File: src/rtl/am_fifo_stage_if.sv
// Handshake and status bundle between a producer/controller and am_fifo_stage.
interface am_fifo_stage_if #(
   parameter int unsigned WIDTH = 8,
   parameter int unsigned DEPTH = 4
);
   localparam int unsigned AW = $clog2(DEPTH);

   logic [WIDTH-1:0] din;
   logic             si;
   logic             ir;
   logic [WIDTH-1:0] dout;
   logic             so;
   logic             orr;
   logic [AW:0]      count;
   logic             err;

   // Producer / microcode controller side
   modport master (
      output din, si, so,
      input  ir, dout, orr, count, err
   );

   // FIFO side
   modport slave (
      input  din, si, so,
      output ir, dout, orr, count, err
   );
endinterface

File: src/rtl/am_fifo_stage.sv
// First-word-fall-through FIFO feeding an am2954-style output register.
// The head word is always visible on dout; the controller retires it with so.
module am_fifo_stage #(
   parameter int unsigned WIDTH = 8,
   parameter int unsigned DEPTH = 4
) (
   input logic              cp,
   input logic              clr,
   am_fifo_stage_if.slave   bus
);
   localparam int unsigned AW = $clog2(DEPTH);
   localparam int unsigned CW = AW + 1;

   logic [WIDTH-1:0] mem_q [DEPTH];
   logic [AW-1:0]    wp_q;
   logic [AW-1:0]    rp_q;
   logic [AW:0]      count_q;
   logic             err_q;

   logic             ir_c;
   logic             orr_c;
   logic             wr_en_c;
   logic             rd_en_c;
   logic             reject_c;

   // Ready flags decoded from registered occupancy only
   always_comb begin
      ir_c     = (count_q != CW'(DEPTH));
      orr_c    = (count_q != '0);
      wr_en_c  = bus.si & ir_c;
      rd_en_c  = bus.so & orr_c;
      reject_c = (bus.si & ~ir_c) | (bus.so & ~orr_c);
   end

   // Storage, pointers, occupancy and sticky error; clr wipes everything
   always_ff @(posedge cp) begin
      if (clr) begin
         for (int i = 0; i < DEPTH; i++) begin
            mem_q[i] <= '0;
         end
         wp_q    <= '0;
         rp_q    <= '0;
         count_q <= '0;
         err_q   <= 1'b0;
      end else begin
         if (wr_en_c) begin
            mem_q[wp_q] <= bus.din;
            wp_q        <= wp_q + AW'(1);
         end
         if (rd_en_c) begin
            rp_q <= rp_q + AW'(1);
         end
         case ({wr_en_c, rd_en_c})
            2'b10:   count_q <= count_q + CW'(1);
            2'b01:   count_q <= count_q - CW'(1);
            default: count_q <= count_q;
         endcase
         if (reject_c) begin
            err_q <= 1'b1;
         end
      end
   end

   // Head word presented continuously; zero while empty
   always_comb begin
      bus.dout  = orr_c ? mem_q[rp_q] : '0;
      bus.ir    = ir_c;
      bus.orr   = orr_c;
      bus.count = count_q;
      bus.err   = err_q;
   end
endmodule

File: src/flat_wrapper.sv
// flat-port wrapper written by rule: the top's interface ports become plain ports
module am_fifo_stage_flat 
#(
   parameter int unsigned WIDTH = 8,
   parameter int unsigned DEPTH = 4
)
  (cp, clr, bus_din, bus_si, bus_so, bus_ir, bus_dout, bus_orr, bus_count, bus_err);
  am_fifo_stage_if #(.WIDTH(WIDTH), .DEPTH(DEPTH)) bus_i ();
  input logic cp;
  input logic clr;
  input wire logic [$bits(bus_i.din)-1:0] bus_din;
  input wire logic [$bits(bus_i.si)-1:0] bus_si;
  input wire logic [$bits(bus_i.so)-1:0] bus_so;
  output wire logic [$bits(bus_i.ir)-1:0] bus_ir;
  output wire logic [$bits(bus_i.dout)-1:0] bus_dout;
  output wire logic [$bits(bus_i.orr)-1:0] bus_orr;
  output wire logic [$bits(bus_i.count)-1:0] bus_count;
  output wire logic [$bits(bus_i.err)-1:0] bus_err;
  assign bus_i.din = bus_din;
  assign bus_i.si = bus_si;
  assign bus_i.so = bus_so;
  assign bus_ir = bus_i.ir;
  assign bus_dout = bus_i.dout;
  assign bus_orr = bus_i.orr;
  assign bus_count = bus_i.count;
  assign bus_err = bus_i.err;
  am_fifo_stage #(.WIDTH(WIDTH), .DEPTH(DEPTH)) u_core (.cp(cp), .clr(clr), .bus(bus_i));
endmodule
File: config.mk
export PLATFORM = sky130hd
export DESIGN_NAME = am_fifo_stage_flat
export DESIGN_NICKNAME = d
export VERILOG_FILES = /design/src/rtl/am_fifo_stage_if.sv /design/src/rtl/am_fifo_stage.sv /design/src/flat_wrapper.sv
export SDC_FILE = /design/constraint.sdc
export NUM_CORES = 1
export LEC_CHECK = 0
export CAP_MARGIN = 15
export CORE_ASPECT_RATIO = 2
export CORE_MARGIN = 10
export CORE_UTILIZATION = 40
export DETAILED_ROUTE_END_ITERATION = 7
export HOLD_SLACK_MARGIN = 0.05
export PLACE_DENSITY_LB_ADDON = 0.2
export RECOVER_POWER = 25
export SLEW_MARGIN = 30
export SYNTH_ARGS = -nofsm -noshare
export SYNTH_HDL_FRONTEND = slang
export SYNTH_SLANG_ARGS = --single-unit
File: constraint.sdc
create_clock -name cp -period 2.4 [get_ports cp]
set_input_delay 0.24 -clock cp [delete_from_list [all_inputs] [get_ports cp]]
set_output_delay 0.24 -clock cp [all_outputs]
set_load 0.01 [all_outputs]
==> impl_results.md <==
- TritonRoute pass-1 iters: 4
- Total congestion overflow: 0
- Minimum hold slack: 469.9 ps
- Critical path, cell by cell: nor3b_4 > inv_2 > nand2_1 > ha_1 > inv_1 > fa_1 > xor2_1 > or3_1 > a21oi_1
- Row count: 35
- Global-route wire length before repair: 6.679 mm
- Cells after synthesis: 143
- Antenna violations before repair: 0
- Tot Pwr: 2.264 mW
- Routed wire length: 4.112 mm
- Top cell type's share of synthesized area: 49.81%
- Syn Nets: about 160
- Startpoint type of the worst setup path: flop
- Clock insertion delay at the later pin of the skew report: 290 ps
- TritonCTS clock tree: yes
- Inserted Clock Buffers: 5
- R2R setup slack: 160 ps
- Worst IR drop on VDD: 722.6 uV
- Cell area after synthesis: 1929 um^2
- Share of layout cells above drive strength 1: around 15%
- Seq/Total Area, Yosys: about three fifths
- Number of synthesized register bits: 42
- Total Negative Setup Slacks: 0 ps
- Total Die Area: 8170 um^2
- Total of endpoints with negative setup slack in the final report: 0
- Setup repair after global routing missed its margin: no
- Count of buffers inserted at the top-level ports: 25
- Synth area leader: edfxtp_1
- Number of distinct library cells after synthesis: 28
- Critical Path Sink Type: flop
- Antenna diodes: 0
- Gp weighted congestion: about 0.78
- Y dimension of the die: 118.2 um
- Data arrival time of the critical path: roughly 2500 ps
- I/O Pins: 26
- Routed wirelength normalized by instance count: 17.35 um
- Crit path kind: flop to flop
- Leakage power of the design: 0.8753 nW
- Leading post-synthesis cells by cell area: edfxtp_1 50%, and2_1 10%, dfxtp_1 10%
- Antenna violation net count after detailed routing: 0
- Post-place setup slack: 103.2 ps
- Combined buffer and inverter count along the critical path: 2
- Slowest stage cell on the critical path: dfxtp_1
- HPWL after detailed placement: just over 3 mm
- Fin nets: ~200
- Routed via count: between 1,000 and 1,500
- Max-Slew Margin vs Limit: 58.28%
- Register clock-pin slew on the reported worst setup and hold paths: 80 ps
- Finished layout cell area: approximately 2400 um^2
- H-tree levels: 2
- Transition time at the pin with the least slew margin: slightly above 600 ps
- Layout-stage area growth over the synthesis result: 22.89%
- Tightest Hold Check Type: flop to flop
- Crit path max-delay family: simple AND/OR/NAND/NOR gates
- Pin count of the biggest net entering global routing: 15
- CTS root buf: clkbuf_8
- Worst Slack Setup Final: 161.2 ps
- Total of max-cap violations: 0
- Number of buffers on the longest clock path: 2
- Total placed instance area: between 2000 and 2500 um^2
- Hold Violations, Final: 0
- Run status: finished clean
- Post-route DRC: 0
- Largest stage delay, worst path: 410 ps
- Top fanout value on the critical path: 6
- Vias per Instance: ~5.2
- Placeable core region: 4642 um^2
- Horizontal die dimension: 69.11 um
- Maximum clock rate: 446.7 MHz
- Total power density per cell area: 954.9 nW/um^2
- Required @ worst endpoint: 2610 ps
- Final number of max-transition violations: 0
- Clock skew: 8.007 ps
- Clock period minus worst slack: roughly 2200 ps
- Number of global-route vias before repair: ~1,400
- Mean instance size in the synthesized netlist: 13.49 um^2
- Number of warnings issued by yosys: 0
- Final worst-path cycle share: 93.29%
- Iter 0 DRT Violations: 35
- Initial standard-cell utilization of the core: between 40% and 50%
- Number of post-CTS setup repair buffers: 0
- Number of clock sinks seen by CTS: 42
- Total routing resource utilization after global routing: about a tenth
==> area by class of cell <==
cell class	count	area [um^2]
sequential	42	1162
multi-input combinational	89	709.4
tap	55	68.82
clock inverter	2	13.76
inverter	8	30.03
timing repair buffer	35	314.1
clock buffer	6	72.57
fill	436	2271
==> power by group <==
| group | total [mW] | switching [mW] | internal (mW) |
|---|---|---|---|
| clock network | 0.444 | 0.239 | 0.205 |
| registers | 0.985 | 0.0866 | 0.899 |
| logic | 0.835 | 0.390 | 0.444 |
==> cells by family after synthesis <==
kind of cell    count (synthesis)  synth area share (%)
xor+xnor                        3                 1.362
compound gates                 14                 4.475
mux                             9                 9.922
fa+ha+maj                       2                 1.686
flops                          42                 60.18
buf+inv                        12                 2.399
simple gates                   61                 19.97
==> worst min-delay path, stage by stage (launching register included) <==
cell	delay (ps)
dfxtp_1	330
a31oi_1	40
nor2_1	70
==> Yosys cell counts <==
cell,instances
nand2_1,3
ha_1,1
o31ai_1,3
or3_1,4
a21oi_1,4
edfxtp_1,32
nor3_2,1
o21ai_0,2
mux2_2,1
a41o_1,1
nor3b_4,1
mux4_2,8
nor4_2,2
inv_2,1
a31oi_1,1
buf_2,1
o211ai_1,1
and2_1,32
fa_1,1
inv_1,7
nor3_1,2
nand2b_1,2
o21ai_1,2
clkbuf_1,3
xor2_1,3
nor2_1,6
nor2b_1,8
dfxtp_1,10
==> layer usage <==
metal,routed length (um),global-route usage (%),up-vias
li1,-,-,586
met1,1461,9.178,614
met2,2385,19.39,30
met3,194,2.429,5
met4,71,4.430,0
met5,0,0,-
==> cells in the final DEF, fill, tap and decap left out, drive strengths merged, types with 3 or more instances in the layout <==
master	count
nor2b	8
o21ai	4
dfxtp	10
mux4	8
xor2	3
a21oi	4
nor3	3
and2	32
or3	4
clkbuf	9
o31ai	3
buf	7
clkdlybuf4s50	23
nand2	3
edfxtp	32
nor2	6
inv	8
==> stage by stage <==
step                utilization (%)  instances
floorplan                         -        143
global placement              49.70        229
detailed placement            49.70        229
CTS                           51.56        237
global route                  51.08        237
finish                        51.08        237
==> flip-flops by register name (all words and copies together) (netlist names), named ones only <==
| signal | cells |
|---|---|
| u_core.bus.count | 3 |
| u_core.bus.err | 1 |
| u_core.mem_q | 32 |
| u_core.rp_q | 2 |
| u_core.wp_q | 2 |
==> what timing repair did <==
item,CTS,global route
hold buffers,0,0
gates resized for setup,0,1
setup endpoints to repair,0,1
==> path summary, 6_finish.rpt <==
kind,from,end,depth (start not counted)
max,u_core.bus.count[0],u_core.bus.count[2],9
min reg2reg,u_core.bus.err,u_core.bus.err,2
min,u_core.bus.err,u_core.bus.err,2
max reg2reg,u_core.bus.count[0],u_core.bus.count[2],9
No activity file was read; power rests on OpenSTA's default activity.
